## src/rtl/can_fault_confinement.sv

```systemverilog
// can_fault_confinement: CAN error counters, node state and bus-off recovery
module can_fault_confinement #(
  parameter int RECESSIVE_RUN = 11,
  parameter int RECOVERY_SEQS = 128,
  parameter int PASSIVE_LIMIT = 127
) (
  input  logic       i_Clock,
  input  logic       i_Reset_n,
  input  logic       i_Data,
  input  logic       i_sample,
  input  logic       i_form_monitor,
  input  logic       i_bit_monitor,
  input  logic       i_stuff_monitor,
  input  logic       i_crc_monitor,
  input  logic       i_ack_monitor,
  input  logic       i_transmitter,
  input  logic       i_frame_ok,
  output logic [8:0] o_tec,
  output logic [7:0] o_rec,
  output logic [1:0] o_state,
  output logic       o_error_event,
  output logic       o_bus_off
);
  typedef enum logic [1:0] {ACTIVE = 2'b00, PASSIVE = 2'b01, BUS_OFF = 2'b10} state_t;
  localparam logic [3:0] RUN_LAST = 4'(RECESSIVE_RUN - 1);
  localparam logic [7:0] SEQ_DONE = 8'(RECOVERY_SEQS);
  localparam logic [8:0] TEC_LIM  = 9'(PASSIVE_LIMIT);
  localparam logic [7:0] REC_LIM  = 8'(PASSIVE_LIMIT);
  state_t     state, state_nx;
  logic       err_any, err_prev, evt, bo;
  logic [3:0] run_cnt, run_nx;
  logic [7:0] seq_cnt, seq_nx, rec_nx;
  logic [8:0] tec_nx;
  assign err_any   = i_form_monitor | i_bit_monitor | i_stuff_monitor | i_crc_monitor | i_ack_monitor;
  assign bo        = state == BUS_OFF;
  assign evt       = err_any & ~err_prev & ~bo;
  assign o_state   = state;
  assign o_bus_off = bo;
  // next counters and state: recovery counting in bus-off, error/frame accounting otherwise
  always_comb begin
    tec_nx   = o_tec;
    rec_nx   = o_rec;
    run_nx   = run_cnt;
    seq_nx   = seq_cnt;
    state_nx = state;
    if (bo) begin
      if (i_sample) begin
        run_nx = (!i_Data || run_cnt == RUN_LAST) ? 4'd0 : run_cnt + 4'd1;
        seq_nx = (i_Data && run_cnt == RUN_LAST) ? seq_cnt + 8'd1 : seq_cnt;
      end
      if (seq_nx == SEQ_DONE) begin
        tec_nx   = 9'd0;
        rec_nx   = 8'd0;
        run_nx   = 4'd0;
        seq_nx   = 8'd0;
        state_nx = ACTIVE;
      end
    end else begin
      if (evt) begin
        if (i_transmitter) tec_nx = (o_tec > 9'd248) ? 9'd256 : o_tec + 9'd8;
        else rec_nx = (o_rec == 8'd255) ? 8'd255 : o_rec + 8'd1;
      end else if (i_frame_ok) begin
        if (i_transmitter) tec_nx = (o_tec == 9'd0) ? 9'd0 : o_tec - 9'd1;
        else rec_nx = (o_rec > REC_LIM) ? 8'd120 : (o_rec == 8'd0) ? 8'd0 : o_rec - 8'd1;
      end
      state_nx = tec_nx[8] ? BUS_OFF : (tec_nx > TEC_LIM || rec_nx > REC_LIM) ? PASSIVE : ACTIVE;
      if (state_nx == BUS_OFF) begin
        run_nx = 4'd0;
        seq_nx = 4'd0;
      end
    end
  end
  // state, counters and registered error pulse
  always_ff @(posedge i_Clock or negedge i_Reset_n) begin
    if (!i_Reset_n) begin
      state         <= ACTIVE;
      o_tec         <= 9'd0;
      o_rec         <= 8'd0;
      run_cnt       <= 4'd0;
      seq_cnt       <= 8'd0;
      err_prev      <= 1'b0;
      o_error_event <= 1'b0;
    end else begin
      state         <= state_nx;
      o_tec         <= tec_nx;
      o_rec         <= rec_nx;
      run_cnt       <= run_nx;
      seq_cnt       <= seq_nx;
      err_prev      <= err_any;
      o_error_event <= evt;
    end
  end
endmodule

```

## config.mk

```make
export PLATFORM = sky130hd
export DESIGN_NAME = can_fault_confinement
export DESIGN_NICKNAME = d
export VERILOG_FILES = /design/src/rtl/can_fault_confinement.sv
export SDC_FILE = /design/constraint.sdc
export NUM_CORES = 1
export LEC_CHECK = 0
export CORE_MARGIN = 2
export CORE_UTILIZATION = 51
export CTS_CLUSTER_DIAMETER = 120
export DETAILED_ROUTE_END_ITERATION = 10
export PLACE_DENSITY = 0.88
export SLEW_MARGIN = 20
export SYNTH_ARGS = -nofsm -noshare
export SYNTH_HDL_FRONTEND = slang
export SYNTH_SLANG_ARGS = --single-unit
```

## constraint.sdc

```tcl
create_clock -name i_Clock -period 1.9 [get_ports i_Clock]
set_input_delay 0.19 -clock i_Clock [delete_from_list [all_inputs] [get_ports i_Clock]]
set_output_delay 0.19 -clock i_Clock [all_outputs]
set_load 0.005 [all_outputs]
```

== After elaboration in Yosys (flattened, before gate mapping) ==
Cells that the tools add are included.
Cells by class
  add/subtract/negate cells: 6
  order comparisons: 4
  equal/unequal tests: 7
  muxes and demuxes: 34
  bitwise logic cells: 8
  reduce and logical (&&, ||, !) cells: 8
Operators with widths (count)
  $mux 8: 16
  $mux 9: 9
  $mux 4: 5
  $add 8x1->8 const B: 2
  $eq 8x8->1 const B: 2
  $gt 8x7->1 const B: 2
  $add 9x4->9 const B: 1
  $gt 9x7->1 const B: 1
  $gt 9x8->1 const B: 1
  $logic_not 9->1: 1
  $sub 9x1->9 const B: 1
  $logic_not 8->1: 1
  $sub 8x1->8 const B: 1
  $mux 2: 3
  $add 4x1->4 const B: 1
  $eq 2x2->1 const B: 2
  $eq 4x4->1 const B: 1
  $or 1x1->1: 4
  $ne 3x2->1 const B: 1
  $and 1x1->1: 2
  $logic_or 1x1->1: 2
  $ne 2x1->1 const B: 1
  $not 1->1: 2
  $reduce_and 2->1: 1
  other kinds (4): 4
Word-level totals
  bits in registers: 33
  bits of input ports: 11
  output and inout bits: 21
  logic and storage cells: 74

== Longest topological paths before layout ==
  word-level depth: 15
  mapped depth: 9

== Worst setup path after synthesis ==
OpenSTA, ideal clock, no wires.
  path kind: reg-to-reg
  start: register run_cnt[0]
  end: register run_cnt[3]
  library setup time: 0.121 ns
  data arrival time: 1.987 ns
  data required time: 1.779 ns
  setup slack: -0.208 ns
  cell stages (with the launch flop): 9
  buffers on the path: 0
  cell sequence: dfrtp_1 inv_1 ha_1 nand4b_1 or3_1 o31ai_2 a31oi_4 a21o_1 a22o_1
On the way
  cells in the longest elaborated chain, start to end: 8
Ends and longest elaborated chain
  from (decl): RTL line 31  | logic [3:0] run_cnt, run_nx;
  from (signal assigned): RTL line 87  | run_cnt <= run_nx;
  $eq 4x4->1: RTL line 48, 49
  $logic_and 1x1->1: RTL line 49  | seq_nx = (i_Data && run_cnt == RUN_LAST) ? seq_cnt + 8'd1 : seq_cnt;
  $mux 8: RTL line 49
  $mux 8: RTL line 47  | if (i_sample) begin
  $mux 8: RTL line 46  | if (bo) begin
  $eq 8x8->1: RTL line 51  | if (seq_nx == SEQ_DONE) begin
  $ne 3x2->1 (no source line) / $mux 4 (equally long branches)
  $reduce_and 2->1 (no source line) / $mux 4 (equally long branches)
Several ways; a longest one is shown, not always the timed one. The select of a mux whose other input is x is not followed.
A chain may end at the register's enable or synchronous reset.

== Worst setup path after layout ==
Ends and elaborated chain as after synthesis.

==> results.cfg <==
[grt]
grt_pass1_wl_um = 14000
grt_overflow_total = 0
grt_usage = 0.327
antenna_found_initial = 0
grt_max_degree = 33
grt_pass1_vias = 3028

[floorplanning]
die_area_sq_mm = 0.00557
die_h_um = 74.6
num_io_pins = 32
fp-row-count = 25
coreArea_sq_mm = 0.00475
die_w_um = 74.6
start_util = 0.535

[place]
placed_cell_area_sq_mm = 0.00342
dp.cells = 475
post-dp-hpwl_um = 5560
portBuffers = 31
post-place-ws_ns = -0.446
routabilityCongestion = 1.00

[sta]
worst_pin_slew_ns = 0.616
setup_viol = 29
max_freq_mhz = 415
period_minus_slack_ns = 2.41
drv_slew = 0
rsz0062_at_grt = true
finalCritPeriodShare = 1.27
hold_viol = 0
fin_ws_ns = -0.512
whs_ns = 0.309
relSlewSlack = 0.586
finClkSkew_ns = 0.00539

[detailed_routing]
drtAntennaViolNets = 0
num_vias = 3429
firstDrtPassIters = 6
via_per_inst = 6.96
finalWirelength_um = 10500
drt_iter0_markers = 641
drc = 0
drt-wirelength-per-cell_um = 21.4

[finish]
instances_no_fill = 493
nNetsFinal = 445
seqCellArea_sq_um = 806
area_growth_pct = 48.5
nFillCells = 278
stdcell_area_sq_mm = 0.00378
multi_input_area_sq_mm = 0.00175
antenna_cells = 0
drive_above_1_share = 0.308

[power]
p_switching_uw = 1490
ir_drop_v = 0.000840
internal-power_uw = 2220
p_clk_frac = 0.183
powerDensity_mw_per_mm2 = 981
seqPwrFrac = 0.292
switching_share = 0.401
p_comb_frac = 0.525
leakagePower_uw = 0.00167

[synthesis]
synth_edf_count = 0
synthMuxAreaShare = 0.00836
yosysTopAreaCell = dfrtp_1
synth_top_area_share = 0.315
synth_compound_area_frac = 0.284
synth_ff_type = dfrtp_1
yosysWarningCount = 0
ys_types = 61
synth_top_family_by_area = compound AO/OA/AOI/OAI gates
synthAdderAreaFrac = 0.0442
synthSimpleGateAreaFrac = 0.265
syn-num-nets = 344
ys_ff_latch = 32
synth_area_leaders = dfrtp_1, o21ai_0, ha_1
synth-async-reset-ratio = 1.00
synth_xor_area_frac = 0.0103
syn_area_per_cell_sq_um = 7.85
syn_area_sq_mm = 0.00254
yosys.cell_count.top_type = dfrtp_1
synthCells = 324
ys_seq_area_frac = 0.315
synth_commonest_cells = dfrtp_1, nor2_1, nand2_1, o21ai_0, inv_1

[cts]
cts_max_path_buffers = 2
clk_latency_ns = 0.29
cts-root-buf = clkbuf_8
cts_hold_buf = 0
cts_tree = yes
clkTransAtPathRegs_ns = 0.08
cts_made_buffers = 5
cts_sinks = 32
cts-htree-levels = 2

[critical_path]
crit_required_ns = 2.08
r2r.worst_path.cells = 9
path_class = flop to flop
reg2reg_to = run_cnt[3]$_DFFE_PN0P_
critPathMaxFanout = 6
path_cells = inv_1 -> ha_2 -> buf_4 -> and3b_1 -> nand4_1 -> a22oi_2 -> a31oi_4 -> a21o_1 -> a22o_1
worstPathArrival_ns = 2.60
startpoint_type = flop
r2r_start = run_cnt[0]$_DFFE_PN0P_
critPathMaxStageDelay_ns = 0.39
slowest_stage = dfrtp_1
rrSetupSlack_ns = -0.51
cp-end-kind = flop

[run_status]
outcome = finished with violations
violations = negative setup slack

[worst_hold_path]
hp-class = primary input to async pin

[flow_run]
maxCapViolCount = 0
-- worst max-delay path by stage --
stage	from	cells past startpoint	end	slack [ns]
detailed placement	i_sample	7	run_cnt[3]$_DFFE_PN0P_	-0.45
finish	run_cnt[0]$_DFFE_PN0P_	9	run_cnt[3]$_DFFE_PN0P_	-0.51
global placement	i_sample	7	run_cnt[3]$_DFFE_PN0P_	-0.37
global route	run_cnt[0]$_DFFE_PN0P_	9	run_cnt[3]$_DFFE_PN0P_	-0.53
floorplan	run_cnt[0]$_DFFE_PN0P_	8	run_cnt[3]$_DFFE_PN0P_	-0.17
CTS	run_cnt[0]$_DFFE_PN0P_	8	run_cnt[3]$_DFFE_PN0P_	-0.32
-- power by group through the flow --
stage	Clock [uW]	Combinational (uW)	Sequential [uW]
finish	679	1940	1080
floorplan	0	727	1050
global placement	0	1510	1040
detailed placement	0	1570	1040
CTS	660	1630	1040
global route	705	2060	1090
-- stage by stage --
stage          power [uW]  TNS [ns]   util
6_report             3710     -9.77  0.795
5_1_grt              3860    -10.95  0.795
4_1_cts              3340     -5.43  0.765
3_5_place_dp         2620     -8.17  0.720
3_3_place_gp         2550     -6.42  0.720
2_1_floorplan        1780     -1.62      -
-- state kept, by name, summed over array words and instances (netlist names) --
name,cells
o_state,1
o_error_event,1
run_cnt,4
o_rec,8
o_tec,9
seq_cnt,8
err_prev,1
-- area by class of cell --
class | count | share of cell area
Multi-Input combinational cell | 250 | 0.464
Timing Repair Buffer | 113 | 0.249
Sequential cell | 32 | 0.213
Inverter | 23 | 0.0228
Tap cell | 67 | 0.0222
Clock buffer | 6 | 0.0192
Clock inverter | 2 | 0.00927
-- cell usage in the layout (no fill, tap or decap), drive strengths merged, types with 7 or more instances in the layout --
master         count
nand4              7
a31oi              9
inv               23
dfrtp             32
buf               82
o31ai              9
nand2             25
and3               7
ha                 9
o21ai             30
a21oi             22
clkdlybuf4s50     31
nor2              27
nor3              11
nand3             13
-- per-layer routing --
metal,global-route usage,routed length [um],vias up
li1,-,-,1404
met1,0.402,3600,1504
met2,0.538,4680,384
met3,0.0710,1350,137
met4,0.173,894,0
met5,0,0,-
-- critical path: cells and delay by family, from the launching register on --
kind	cells	cell delay [ns]
buffers and inverters	2	0.20
and+or+nand+nor	2	0.53
AOI/OAI and AO/OA	4	0.98
adders and majority gates	1	0.20
DFF	1	0.39
-- logic make-up (layout without fill, tap and decap cells) --
| logic type | after synthesis | in the layout |
|---|---|---|
| AO/OA/AOI/OAI | 108 | 109 |
| XOR/XNOR | 3 | 3 |
| adder cells (fa/ha/maj) | 9 | 9 |
| buffers and inverters | 43 | 144 |
| flip-flops | 32 | 32 |
| multiplexers | 2 | 2 |
| AND/OR/NAND/NOR | 127 | 127 |
-- repair_timing --
item | in CTS | in global routing
resized for setup | 15 | 29
cloned | 1 | 0
endpoints found under the setup margin | 26 | 31
pin swaps | 11 | 12
setup buffers | 4 | 5
Power figures use the tool's default switching activity.
